File: config.mk
export PLATFORM = sky130hd
export DESIGN_NAME = piezo_tone_decoder_flat
export DESIGN_NICKNAME = d
export VERILOG_FILES = /design/src/rtl/piezo_tone_decoder_if.sv /design/src/rtl/piezo_tone_decoder.sv /design/src/flat_wrapper.sv
export SDC_FILE = /design/constraint.sdc
export NUM_CORES = 1
export LEC_CHECK = 0
export BUFFER_PORTS_ARGS = -buffer_cell sky130_fd_sc_hd__clkbuf_2
export CAP_MARGIN = 5
export CORE_ASPECT_RATIO = 0.6
export CORE_MARGIN = 4
export CORE_UTILIZATION = 45
export DETAILED_ROUTE_END_ITERATION = 6
export HOLD_SLACK_MARGIN = 0.15
export PLACE_DENSITY = 0.73
export SKIP_LAST_GASP = 1
export SLEW_MARGIN = 10
export SYNTH_ARGS = -nofsm -noshare
export SYNTH_HDL_FRONTEND = slang
export SYNTH_SLANG_ARGS = --single-unit
File: constraint.sdc
create_clock -name clk -period 3.33 [get_ports clk]
set_input_delay 0.1665 -clock clk [delete_from_list [all_inputs] [get_ports clk]]
set_output_delay 0.1665 -clock clk [all_outputs]
set_load 0.02 [all_outputs]
File: src/rtl/piezo_tone_decoder_if.sv
// Buzzer-side bus of the piezo tone decoder: the differential drive in, the
// classified alert and burst measurement out.
interface piezo_tone_decoder_if #(
    parameter int BURST_W = 28
);
    logic               piezo;
    logic               piezo_n;
    logic [2:0]         mode;
    logic               mode_vld;
    logic               burst_done;
    logic [BURST_W-1:0] burst_cyc;
    logic               diff_err;

    modport master (
        output piezo, piezo_n,
        input  mode, mode_vld, burst_done, burst_cyc, diff_err
    );

    modport slave (
        input  piezo, piezo_n,
        output mode, mode_vld, burst_done, burst_cyc, diff_err
    );
endinterface

File: src/rtl/piezo_tone_decoder.sv
// Classifies the Segway buzzer alert from the tone half-period and measures burst length.
// Optional complement checking of piezo_n is enabled by defining PIEZO_DIFF_CHECK_EN.
module piezo_tone_decoder #(
    parameter int SCALE   = 0,
    parameter int CONFIRM = 4,
    parameter int BURST_W = 28
) (
    input  logic                 clk,
    input  logic                 rst_n,
    piezo_tone_decoder_if.slave  bus
);

    typedef enum logic [1:0] {
        S_SILENT,
        S_ACQUIRE,
        S_LOCKED
    } state_e;

    typedef enum logic [2:0] {
        MODE_SILENT   = 3'd0,
        MODE_NORMAL   = 3'd1,
        MODE_BATT_LOW = 3'd2,
        MODE_OVR_SPD  = 3'd3,
        MODE_OVR_BATT = 3'd4
    } mode_e;

    localparam int CW = 20;
    localparam int MW = $clog2(CONFIRM + 1);
    localparam int SW = ((BURST_W > CW) ? BURST_W : CW) + 1;

    localparam logic [CW-1:0] SIL       = CW'(1 << (18 - SCALE));
    localparam logic [SW-1:0] BURST_MAX = SW'((64'd1 << BURST_W) - 64'd1);

    // Acceptance window of class k is H(k) +/- H(k)/8 with H(k) = 2^(k-SCALE).
    function automatic logic [CW-1:0] bound(input int k, input bit upper);
        int h;
        h = 1 << (k - SCALE);
        return upper ? CW'(h + h / 8) : CW'(h - h / 8);
    endfunction

    localparam logic [CW-1:0] LO1 = bound(16, 1'b0);
    localparam logic [CW-1:0] HI1 = bound(16, 1'b1);
    localparam logic [CW-1:0] LO2 = bound(15, 1'b0);
    localparam logic [CW-1:0] HI2 = bound(15, 1'b1);
    localparam logic [CW-1:0] LO3 = bound(14, 1'b0);
    localparam logic [CW-1:0] HI3 = bound(14, 1'b1);
    localparam logic [CW-1:0] LO4 = bound(13, 1'b0);
    localparam logic [CW-1:0] HI4 = bound(13, 1'b1);

    function automatic mode_e classify(input logic [CW-1:0] ivl);
        mode_e c;
        c = MODE_SILENT;
        if (ivl >= LO1 && ivl <= HI1) c = MODE_NORMAL;
        if (ivl >= LO2 && ivl <= HI2) c = MODE_BATT_LOW;
        if (ivl >= LO3 && ivl <= HI3) c = MODE_OVR_SPD;
        if (ivl >= LO4 && ivl <= HI4) c = MODE_OVR_BATT;
        return c;
    endfunction

    logic p_s1, p_s2, p_d;
    logic edge_det;

    // NOTE: flops take the async reset in the sensitivity list and update only
    // with non-blocking assignments, so every register samples pre-edge values.
    always_ff @(posedge clk or negedge rst_n) begin
        if (!rst_n) begin
            p_s1 <= 1'b0;
            p_s2 <= 1'b0;
            p_d  <= 1'b0;
        end else begin
            p_s1 <= bus.piezo;
            p_s2 <= p_s1;
            p_d  <= p_s2;
        end
    end

    assign edge_det = p_s2 ^ p_d;

`ifdef PIEZO_DIFF_CHECK_EN
    logic       pn_s1, pn_s2;
    logic [1:0] eq_run;
    logic       diff_err_q;

    // A one- or two-cycle overlap is synchronizer skew; a third is a wiring fault.
    always_ff @(posedge clk or negedge rst_n) begin
        if (!rst_n) begin
            pn_s1      <= 1'b1;
            pn_s2      <= 1'b1;
            eq_run     <= 2'd0;
            diff_err_q <= 1'b0;
        end else begin
            pn_s1 <= bus.piezo_n;
            pn_s2 <= pn_s1;
            if (p_s2 == pn_s2) begin
                if (eq_run != 2'd3) eq_run <= eq_run + 2'd1;
                if (eq_run == 2'd2) diff_err_q <= 1'b1;
            end else begin
                eq_run <= 2'd0;
            end
        end
    end

    assign bus.diff_err = diff_err_q;
`else
    assign bus.diff_err = 1'b0;
`endif

    logic [CW-1:0] cnt;

    // Holds cycles since the last edge, so at the next edge it equals the interval.
    always_ff @(posedge clk or negedge rst_n) begin
        if (!rst_n) begin
            cnt <= '0;
        end else if (edge_det) begin
            cnt <= CW'(1);
        end else if (cnt != '1) begin
            cnt <= cnt + 1'b1;
        end
    end

    state_e               state;
    mode_e                mode_q;
    mode_e                cur_class;
    logic [MW-1:0]        match_cnt;
    logic                 mode_vld_q;
    logic                 burst_done_q;
    logic [BURST_W-1:0]   burst_acc;
    logic [BURST_W-1:0]   burst_cyc_q;

    mode_e                cls;
    logic [MW-1:0]        match_nxt;
    logic [SW-1:0]        burst_sum;
    logic [BURST_W-1:0]   burst_nxt;

    // NOTE: every combinational output gets a value on every path, so no latch is inferred.
    always_comb begin
        cls       = classify(cnt);
        match_nxt = MW'(1);
        if (match_cnt != '0 && cls == cur_class) match_nxt = match_cnt + 1'b1;
        burst_sum = SW'(burst_acc) + SW'(cnt);
        burst_nxt = burst_sum[BURST_W-1:0];
        if (burst_sum > BURST_MAX) burst_nxt = BURST_MAX[BURST_W-1:0];
    end

    always_ff @(posedge clk or negedge rst_n) begin
        if (!rst_n) begin
            state        <= S_SILENT;
            mode_q       <= MODE_SILENT;
            cur_class    <= MODE_SILENT;
            match_cnt    <= '0;
            mode_vld_q   <= 1'b0;
            burst_done_q <= 1'b0;
            burst_acc    <= '0;
            burst_cyc_q  <= '0;
        end else begin
            mode_vld_q   <= 1'b0;
            burst_done_q <= 1'b0;
            // An edge always wins over a coincident timeout.
            if (edge_det) begin
                case (state)
                    S_SILENT: begin
                        state     <= S_ACQUIRE;
                        match_cnt <= '0;
                        burst_acc <= '0;
                    end
                    S_ACQUIRE: begin
                        burst_acc <= burst_nxt;
                        if (cls == MODE_SILENT) begin
                            match_cnt <= '0;
                        end else begin
                            match_cnt <= match_nxt;
                            cur_class <= cls;
                            if (match_nxt == MW'(CONFIRM)) begin
                                state      <= S_LOCKED;
                                mode_q     <= cls;
                                mode_vld_q <= 1'b1;
                            end
                        end
                    end
                    S_LOCKED: begin
                        burst_acc <= burst_nxt;
                        if (cls == MODE_SILENT) begin
                            state     <= S_ACQUIRE;
                            match_cnt <= '0;
                        end else if (cls != cur_class) begin
                            state     <= S_ACQUIRE;
                            match_cnt <= MW'(1);
                            cur_class <= cls;
                        end
                    end
                    default: state <= S_SILENT;
                endcase
            end else if (cnt == SIL && state != S_SILENT) begin
                state        <= S_SILENT;
                mode_q       <= MODE_SILENT;
                burst_done_q <= 1'b1;
                burst_cyc_q  <= burst_acc;
            end
        end
    end

    assign bus.mode       = mode_q;
    assign bus.mode_vld   = mode_vld_q;
    assign bus.burst_done = burst_done_q;
    assign bus.burst_cyc  = burst_cyc_q;

endmodule

File: src/flat_wrapper.sv
// flat-port wrapper written by rule: the top's interface ports become plain ports
module piezo_tone_decoder_flat 
#(
    parameter int SCALE   = 0,
    parameter int CONFIRM = 4,
    parameter int BURST_W = 28
)
  (clk, rst_n, bus_piezo, bus_piezo_n, bus_mode, bus_mode_vld, bus_burst_done, bus_burst_cyc, bus_diff_err);
  piezo_tone_decoder_if #(.BURST_W(BURST_W)) bus_i ();
  input  logic clk;
  input  logic rst_n;
  input wire logic [$bits(bus_i.piezo)-1:0] bus_piezo;
  input wire logic [$bits(bus_i.piezo_n)-1:0] bus_piezo_n;
  output wire logic [$bits(bus_i.mode)-1:0] bus_mode;
  output wire logic [$bits(bus_i.mode_vld)-1:0] bus_mode_vld;
  output wire logic [$bits(bus_i.burst_done)-1:0] bus_burst_done;
  output wire logic [$bits(bus_i.burst_cyc)-1:0] bus_burst_cyc;
  output wire logic [$bits(bus_i.diff_err)-1:0] bus_diff_err;
  assign bus_i.piezo = bus_piezo;
  assign bus_i.piezo_n = bus_piezo_n;
  assign bus_mode = bus_i.mode;
  assign bus_mode_vld = bus_i.mode_vld;
  assign bus_burst_done = bus_i.burst_done;
  assign bus_burst_cyc = bus_i.burst_cyc;
  assign bus_diff_err = bus_i.diff_err;
  piezo_tone_decoder #(.SCALE(SCALE), .CONFIRM(CONFIRM), .BURST_W(BURST_W)) u_core (.clk(clk), .rst_n(rst_n), .bus(bus_i));
endmodule
# After elaboration in Yosys (flattened, before gate mapping)

Index checks and enable logic that the tools add are counted.
W data, S select, Z words.

$add $sub $neg: 3
Equal/unequal tests: 17
Magnitude comparators: 9
Mux-type cells: 35
Bitwise operators: 2
Reductions and logical operators: 22

Operators with widths:

| cell                    | count |
|---|---|
| $pmux W28 S2            | 1 |
| $mux W20                | 2 |
| $mux W3                 | 13 |
| $add A28 B20 Y29        | 1 |
| $gt A29 B28 Y1 const B  | 1 |
| $mux W28                | 1 |
| $add A20 B1 Y20 const B | 1 |
| $eq A20 B19 Y1 const B  | 1 |
| $ge A20 B13 Y1 const B  | 1 |
| $ge A20 B14 Y1 const B  | 1 |
| $ge A20 B15 Y1 const B  | 1 |
| $ge A20 B16 Y1 const B  | 1 |
| $le A20 B14 Y1 const B  | 1 |
| $le A20 B15 Y1 const B  | 1 |
| $le A20 B16 Y1 const B  | 1 |
| $le A20 B17 Y1 const B  | 1 |
| $ne A20 B20 Y1 const B  | 1 |
| $mux W2                 | 8 |
| $ne A2 B2 Y1 const B    | 5 |
| $reduce_bool A2 Y1      | 5 |
| $pmux W3 S3             | 1 |
| $reduce_and A4 Y1       | 2 |
| $mux W1                 | 7 |
| $logic_and A1 B1 Y1     | 6 |
| other kinds (21)        | 24 |

Logic and storage cells: 100
Input port bits: 4
Output and inout port bits: 34
Register bits after elaboration: 92

# Logic depth before layout (Yosys ltp)

Gate-level depths: netlist of run 1.

Depth in word-level cells: 14
Depth in mapped cells: 12
Gate-level depth less buffers: 11

# Worst setup path after synthesis of run 1

No wires, ideal clock.

Path type: register -> register
Start point: register u_core.cnt[0]
End point: register u_core.burst_acc[5]
Path buffers: 1
Data required time: 3.247 ns
Arrival: 2.681 ns
Setup time: 0.083 ns
Clock period less this slack: 2.764 ns
Cell stages (with the launch flop): 13
Setup slack: 0.566 ns
Path through: dfrtp_1 ha_1 inv_1 fa_1 nor2b_1 o2111ai_1 nand4_1 a21oi_1 o31a_1 nor3b_2 buf_2 nor2_1 o21ai_0

Cells in the longest elaborated chain, start to end: 4

Ends and longest elaborated chain:

| item                     | RTL line                  | source |
|---|---|---|
| start: declaration       | piezo_tone_decoder.sv:108 | `logic [CW-1:0] cnt;` |
| start signal: assignment | piezo_tone_decoder.sv:117 | `cnt <= cnt + 1'b1;` |
| $add A28 B20 Y29 (*)     | piezo_tone_decoder.sv:140 | `burst_sum = SW'(burst_acc) + SW'(cnt);` |
| $gt A29 B28 Y1           | piezo_tone_decoder.sv:142 | `if (burst_sum > BURST_MAX) burst_nxt = BURST_MAX[BURST_W-1:0];` |
| $mux W28 (*)             | piezo_tone_decoder.sv:142 |  |
| $pmux W28 S2 (*)         | piezo_tone_decoder.sv:160 | `case (state)` |
| end signal: assignment   | piezo_tone_decoder.sv:167 | `burst_acc <= burst_nxt;` |
| end signal: assignment   | piezo_tone_decoder.sv:181 | `burst_acc <= burst_nxt;` |
| end: declaration         | piezo_tone_decoder.sv:127 | `logic [BURST_W-1:0] burst_acc;` |

Mark *: on every way between the ends. The rest lies on a longest branch, timed or not.
A chain may end at the register's enable or synchronous reset.

# Final worst setup path of run 1

Start point: register u_core.cnt[0]
End point: register u_core.burst_acc[22]

Same word-level chain as after synthesis.

==> results of run 1 <==
-- critical path, delay by kind of cell (launching register included) --
family / cells / cell delay, ns
buf+inv: 2 / 0.27
flops: 1 / 0.42
fa+ha+maj: 2 / 0.69
compound gates: 5 / 1.02
simple gates: 3 / 0.63
-- metrics by stage --
| stage | utilization (%) | power, W | hold slack, ns | cells | TNS, ns |
|---|---|---|---|---|---|
| after floorplan | - | 0.00157 | -0.129 | 563 | 0 |
| after global placement | 50.6 | 0.00171 | 0.274 | 751 | 0 |
| after detailed placement | 50.6 | 0.00174 | 0.276 | 751 | 0 |
| after CTS | 53.6 | 0.00286 | 0.356 | 768 | 0 |
| after global routing | 53.7 | 0.00299 | 0.371 | 768 | -0.0174 |
| final | 53.7 | 0.00285 | 0.354 | 768 | 0 |
-- worst paths after layout --
check / start / endpoint / slack [ns]
min: u_core.p_s1 / u_core.p_s2 / 0.35
min reg2reg: u_core.p_s1 / u_core.p_s2 / 0.35
max reg2reg: u_core.cnt[0] / u_core.burst_acc[22] / 0.18
max in group asynchronous: rst_n / u_core.cnt[1] / 2.01
min in group asynchronous: rst_n / u_core.bus.burst_cyc[10] / 0.53
max: u_core.cnt[0] / u_core.burst_acc[22] / 0.18
-- kinds of logic (layout without fill, tap and decap cells) --
family,count (synthesis),count (layout),share of synthesized area (%)
XOR/XNOR,35,35,5.59
AO/OA/AOI/OAI,133,133,16.5
AND/OR/NAND/NOR,202,202,19.0
other,1,1,0.0684
buffers and inverters,37,82,3.06
flip-flops,92,92,42.0
multiplexers,34,34,6.98
adder cells (fa/ha/maj),29,29,6.76
-- power groups by stage --
stage | clock [W] | sequential, W | combinational [W]
3_5_place_dp | 0 | 0.00126 | 0.000481
4_1_cts | 0.00113 | 0.00124 | 0.000485
2_1_floorplan | 0 | 0.00123 | 0.000337
5_1_grt | 0.00119 | 0.00124 | 0.000552
6_report | 0.00112 | 0.00124 | 0.000489
3_3_place_gp | 0 | 0.00126 | 0.000459
-- routing by layer --
metal	GRT usage, %	wire (um)	vias up
met4	4.19	155	0
met3	3.83	744	16
met1	31.0	7020	2188
li1	-	-	2121
met5	0	0	-
met2	28.4	5560	132
-- repair_timing --
item                                    CTS  global route
hold buffers                              2             0
endpoints found under the hold margin    83             0
setup buffers                             0             0
endpoints found under the setup margin    0             5
gates resized for setup                   0             3
-- layout by cell type, fill, tap and decap left out, types with 3 or more instances in the layout --
cell type,netlist,final
a211oi_1,6,6
a21o_1,15,15
a21oi_1,31,31
a311oi_1,3,3
a31oi_1,6,6
and2_1,3,3
and3_1,5,5
and4b_1,3,3
buf_4,3,14
clkbuf_16,0,9
clkbuf_2,0,34
dfrtp_1,92,92
ha_1,28,28
inv_1,16,16
mux2_2,30,30
mux2i_1,3,3
nand2_1,46,46
nand2b_1,6,6
nand3_1,16,16
nand4_1,8,8
nand4b_1,3,3
nor2_1,66,65
nor2b_1,8,8
nor3_1,12,12
nor3b_1,3,3
nor4_1,4,4
nor4b_1,3,3
o21a_1,6,6
o21ai_0,32,32
o21ai_1,3,3
o2bb2ai_1,4,4
xnor2_1,13,13
xor2_1,22,22
-- flip-flops by register name, summed over array words and instances, names as in the netlist --
| register | count |
|---|---|
| u_core.cnt | 20 |
| u_core.state | 2 |
| u_core.cur_class | 3 |
| u_core.bus.mode_vld | 1 |
| u_core.match_cnt | 3 |
| u_core.bus.burst_cyc | 28 |
| u_core.burst_acc | 28 |
| u_core.bus.burst_done | 1 |
| u_core.p_s2 | 1 |
| u_core.p_s1 | 1 |
| u_core.bus.mode | 3 |
| u_core.p_d | 1 |
-- area by class of cell --
| type | instances | share of cell area [%] |
|---|---|---|
| clock buffer | 10 | 3.84 |
| clock inverter | 5 | 1.37 |
| inverter | 16 | 0.964 |
| multi-input combinational | 434 | 48.6 |
| sequential | 92 | 36.9 |
| tap | 160 | 3.21 |
| timing repair buffer | 51 | 5.06 |
==> qor.csv, run 1 <==
stage,metric,value,unit
worst_setup_path,CP dominant cell by count,a21oi_1,
power,sequential power share,43.5,%
synthesis,cell taking the most area after synthesis,dfrtp_1,
clocking,maximum root-to-sink buffer count,2,
synthesis,Synth Warn #,0,
global_routing,vias in the first global route,4258,
worst_setup_path,CP Cell Sequence,"ha_1, inv_1, fa_1, nor2b_1, o2111ai_1, nand4_1, a21oi_1, o31a_1, nor2_1, buf_4, a21oi_1, a311oi_1",
worst_setup_path,peak fanout along the critical path,7,
die,Die W,150,um
detailed_routing,vias,4457,
synthesis,ys flop type,dfrtp_1,
timing,Max Freq,0.317,GHz
die,starting density of the core,47.3,%
power,Max IR drop VDD,0.000295,V
timing,Final Max Tran Viols,0,
cells_and_area,share of cells above drive strength 1,18.6,%
synthesis,share of flip-flops with an asynchronous set or reset,100,%
power,Power Density,457,nW/um^2
cells_and_area,Finished Cell Area,6230,um^2
clocking,clk_lat worst skew,0.34,ns
synthesis,Cells after Synth,563,
timing,worst setup margin,0.179,ns
placed_design,DP Area,5870,um^2
cells_and_area,antenna cells,0,
timing,Slew @ Worst Pin,1.06,ns
die,die area,14100,um^2
worst_setup_path,endpoint class of the critical path,register,
cells_and_area,nets,637,
placed_design,port bufs,35,
power,logic gate share of total power,17.2,%
clocking,CTS root buffer,clkbuf_16,
global_routing,GRT overflow,0,
timing,Final Cycle Share,94.6,%
placed_design,GPL Wtd Cong,0.918,
global_routing,largest net degree at the start of global routing,84,
power,Int Pwr,0.00203,W
worst_setup_path,critical path class,register to register,
die,I/O pins,38,
min_path,Hold Path Stages,0,
synthesis,top cell types by occurrence after synthesis,"dfrtp_1 (92), nor2_1 (66), nand2_1 (46)",
die,Die Ht,93.5,um
power,clock power share,39.4,%
placed_design,pre-CTS setup slack,0.164,ns
cells_and_area,Reg area,2300,um^2
detailed_routing,drt drc,0,
power,Sw Pwr,0.000823,W
detailed_routing,final wirelength,13.5,mm
timing,minimum clock period,3.15,ns
clocking,number of buffers created by CTS,9,
timing,Clock Skews,0.00827,ns
synthesis,top-count cell post-synth,dfrtp_1,
clocking,CTS tree,done,
clocking,H-tree lvl count,3,
die,Site Rows,30,
synthesis,Post-Syn Area,5480,um^2
global_routing,initial antenna violation count,0,
power,Pleak,3.00,nW
detailed_routing,post-route ant nets,0,
power,switching part of the total power,28.9,%
synthesis,area share of the leading cell type in the synthesized netlist,42.0,%
synthesis,Syn Nets,596,
cells_and_area,Multi-input gate area,3030,um^2
timing,"Hold Vio Cnt, Final",0,
synthesis,#FFs+latches synth,92,
synthesis,largest cells by area after synthesis,"dfrtp_1 (42%), ha_1 (6.4%), mux2_2 (6.2%), nor2_1 (4.5%), xor2_1 (3.5%)",
cells_and_area,fillers,1055,
detailed_routing,wire per inst,17.6,um
clocking,Worst-path clk slew,0.07,ns
timing,Slew headroom,29.4,%
min_path,Worst Hold Class,register to register,
global_routing,gr usage total,19.9,%
worst_setup_path,"Slowest-stage cell, CP",fa_1,
placed_design,Post-DP HPWL,9.96,mm
die,core area,11600,um^2
synthesis,number of unique standard cell types used by synthesis,74,
global_routing,first-pass GRT wire length,22.1,mm
worst_setup_path,R2R cell count,12,
synthesis,"EDFF count, synth",0,
status,status,"complete, no violations",
job,# Max-Cap Violations,0,
worst_setup_path,WP data arrival,3.38,ns
worst_setup_path,worst stage delay on the critical path,0.47,ns
worst_setup_path,nature of the critical path startpoint,register,
detailed_routing,total iterations of the first detailed-routing run,5,
timing,final setup violation count,0,
detailed_routing,vias per cell,5.80,
synthesis,Syn Area/Cell,9.74,um^2
cells_and_area,area grow syn2layout,13.7,%
detailed_routing,DR iter-0 viols,306,
synthesis,post-synthesis sequential area ratio,42.0,%
clocking,# clock sinks,92,
worst_setup_path,Worst EP required,3.56,ns
Note: power is estimated with default switching activity, not from simulation.
==> inputs of run 2 (changes only) <==
--- a/config.mk
+++ b/config.mk
@@ -10,7 +10,9 @@
 export CORE_ASPECT_RATIO = 0.6
 export CORE_MARGIN = 4
 export CORE_UTILIZATION = 45
+export CTS_BUF_LIST = sky130_fd_sc_hd__clkbuf_2 sky130_fd_sc_hd__clkbuf_4 sky130_fd_sc_hd__clkbuf_8
 export DETAILED_ROUTE_END_ITERATION = 6
+export GPL_TIMING_DRIVEN = 1
 export HOLD_SLACK_MARGIN = 0.15
 export PLACE_DENSITY = 0.73
 export SKIP_LAST_GASP = 1
==> qor.csv, run 2 (same netlist as run 1, synthesis figures left out) <==
stage,metric,value,unit,change
cells_and_area,area grow syn2layout,11.9,%,
power,sequential power share,47.9,%,+4.4 points
job,# Max-Cap Violations,0,,unchanged
power,Int Pwr,0.00179,W,-12%
timing,final setup violation count,0,,unchanged
timing,Slew @ Worst Pin,1.06,ns,+0.00579 ns
timing,Max Freq,0.319,GHz,+0.48%
global_routing,vias in the first global route,4224,,-0.80%
min_path,Hold Startpoint,u_core.p_s1,,
clocking,clk_lat worst skew,0.37,ns,+0.03 ns
cells_and_area,nets,637,,unchanged
timing,Slew headroom,29.0,%,-0.39 points
power,Sw Pwr,0.000791,W,-3.8%
worst_setup_path,CP dominant cell by count,a21oi_1,,
worst_setup_path,nature of the critical path startpoint,register,,
die,die area,14100,um^2,unchanged
power,logic gate share of total power,19.0,%,+1.8 points
die,Site Rows,30,,unchanged
global_routing,first-pass GRT wire length,22.0,mm,-0.31%
timing,Clock Skews,0.0115,ns,+0.00318 ns
power,Max IR drop VDD,0.000235,V,-20%
global_routing,gr usage total,19.9,%,-0.031 points
detailed_routing,total iterations of the first detailed-routing run,5,,unchanged
placed_design,Post-DP HPWL,9.96,mm,unchanged
worst_setup_path,RR Startpoint,u_core.cnt[0],,
cells_and_area,share of cells above drive strength 1,18.8,%,+0.16 points
worst_setup_path,Worst EP required,3.58,ns,+0.02 ns
clocking,Worst-path clk slew,0.10,ns,+0.03 ns
cells_and_area,most frequent cells in the layout,"dfrtp_1 (92), nor2_1 (65), nand2_1 (46)",,
timing,Final Cycle Share,94.2,%,-0.45 points
timing,Final Max Tran Viols,0,,unchanged
worst_setup_path,WP data arrival,3.39,ns,about the same
clocking,CTS root buffer,clkbuf_8,,
worst_setup_path,worst stage delay on the critical path,0.48,ns,about the same
cells_and_area,fillers,1073,,+1.7%
worst_setup_path,Critical path origin,u_core.cnt[0],,
placed_design,GPL Wtd Cong,0.918,,unchanged
clocking,# clock sinks,92,,unchanged
worst_setup_path,peak fanout along the critical path,7,,unchanged
status,status,"complete, no violations",,
detailed_routing,wire per inst,17.5,um,-0.37%
die,starting density of the core,47.3,%,unchanged
die,I/O pins,38,,unchanged
timing,minimum clock period,3.14,ns,-0.0150 ns
detailed_routing,drt drc,0,,unchanged
global_routing,initial antenna violation count,0,,unchanged
clocking,H-tree lvl count,3,,unchanged
power,switching part of the total power,30.6,%,+1.8 points
worst_setup_path,CP Cell Sequence,"ha_1, inv_1, fa_1, nor2b_2, o2111ai_1, nand4_1, a21oi_1, o31a_1, nor2_1, buf_4, a21oi_1, a311oi_1",,
min_path,Worst Hold Class,register to register,,
timing,RSZ-0062 raised after global routing,false,,
global_routing,GRT overflow,0,,unchanged
detailed_routing,vias per cell,5.76,,-0.70%
die,Die Ht,93.5,um,unchanged
detailed_routing,final wirelength,13.4,mm,-0.37%
detailed_routing,vias,4426,,-0.70%
worst_setup_path,critical path class,register to register,,
detailed_routing,post-route ant nets,0,,unchanged
worst_setup_path,"Slowest-stage cell, CP",fa_1,,
die,core area,11600,um^2,unchanged
power,Power Density,421,nW/um^2,-7.9%
worst_setup_path,endpoint class of the critical path,register,,
die,Die W,150,um,unchanged
power,Pwr Total,0.00258,W,-9.3%
clocking,CTS tree,done,,
timing,Setup TNS,0,ns,unchanged
power,clock power share,33.0,%,-6.4 points
clocking,number of buffers created by CTS,9,,unchanged
clocking,maximum root-to-sink buffer count,2,,unchanged
power,Pleak,2.95,nW,-1.5%
detailed_routing,DR iter-0 viols,309,,+0.98%
timing,"Hold Vio Cnt, Final",0,,unchanged
global_routing,largest net degree at the start of global routing,84,,unchanged
cells_and_area,"most common cell after layout, fill and taps aside",dfrtp_1,,
clocking,setup bufs post-CTS,0,,unchanged
placed_design,port bufs,35,,unchanged
cells_and_area,antenna cells,0,,unchanged
==> run 2: what timing repair did <==
item	CTS	global route
resized for setup	0	4
endpoints found under the setup margin	0	5
endpoints found under the hold margin	83	0
hold buffers	2	0
==> run 2: through the flow <==
step	setup WS [ns]	instances	hold slack [ns]	utilization, %	cell area, um^2
CTS	0.118	768	0.363	52.7	6110
global placement	0.250	751	0.274	50.6	5870
global route	0.0216	768	0.378	52.9	6130
floorplan	0.566	563	-0.129	-	5480
finish	0.194	768	0.360	52.9	6130
detailed placement	0.164	751	0.276	50.6	5870
==> run 2: routing by layer <==
layer  wire length, um  GRT usage, %  up-vias  part of all wire [%]
met5                 0             0        -                     0
met4               143          4.19        0                   1.1
met3               716          4.31       14                   5.3
met2              5450          28.1      131                    41
met1              7120          30.8     2161                    53
li1                  -             -     2120                     -
==> run 2: critical path: cells and delay by family (launching register included) <==
family,cells,cell delay (ns)
and+or+nand+nor,3,0.60
buffers and inverters,2,0.28
DFF,1,0.43
adders and majority gates,2,0.70
AOI/OAI and AO/OA,5,1.01
==> run 2: final timing paths <==
kind | slack (ns) | end | cells past startpoint
max in group asynchronous | 2.03 | u_core.cnt[15] | 3
min | 0.36 | u_core.p_s2 | 0
max | 0.19 | u_core.burst_acc[22] | 12
min reg2reg | 0.36 | u_core.p_s2 | 0
min in group asynchronous | 0.51 | u_core.bus.burst_cyc[10] | 2
max reg2reg | 0.19 | u_core.burst_acc[22] | 12
==> run 2: area by class of cell <==
type	count	area [um^2]	share of cell area (%)
tap	160	200	3.26
sequential	92	2300	37.5
multi-input combinational	434	3030	49.4
clock buffer	10	138	2.24
clock inverter	5	85.1	1.39
inverter	16	60.1	0.979
timing repair buffer	51	315	5.14
==> run 2: power groups by stage <==
stage	sequential, W	combinational (W)	clock, W
after global placement	0.00126	0.000459	0
after CTS	0.00124	0.000485	0.000872
after detailed placement	0.00126	0.000481	0
after floorplan	0.00123	0.000337	0
final	0.00124	0.000492	0.000854
after global routing	0.00124	0.000554	0.000919
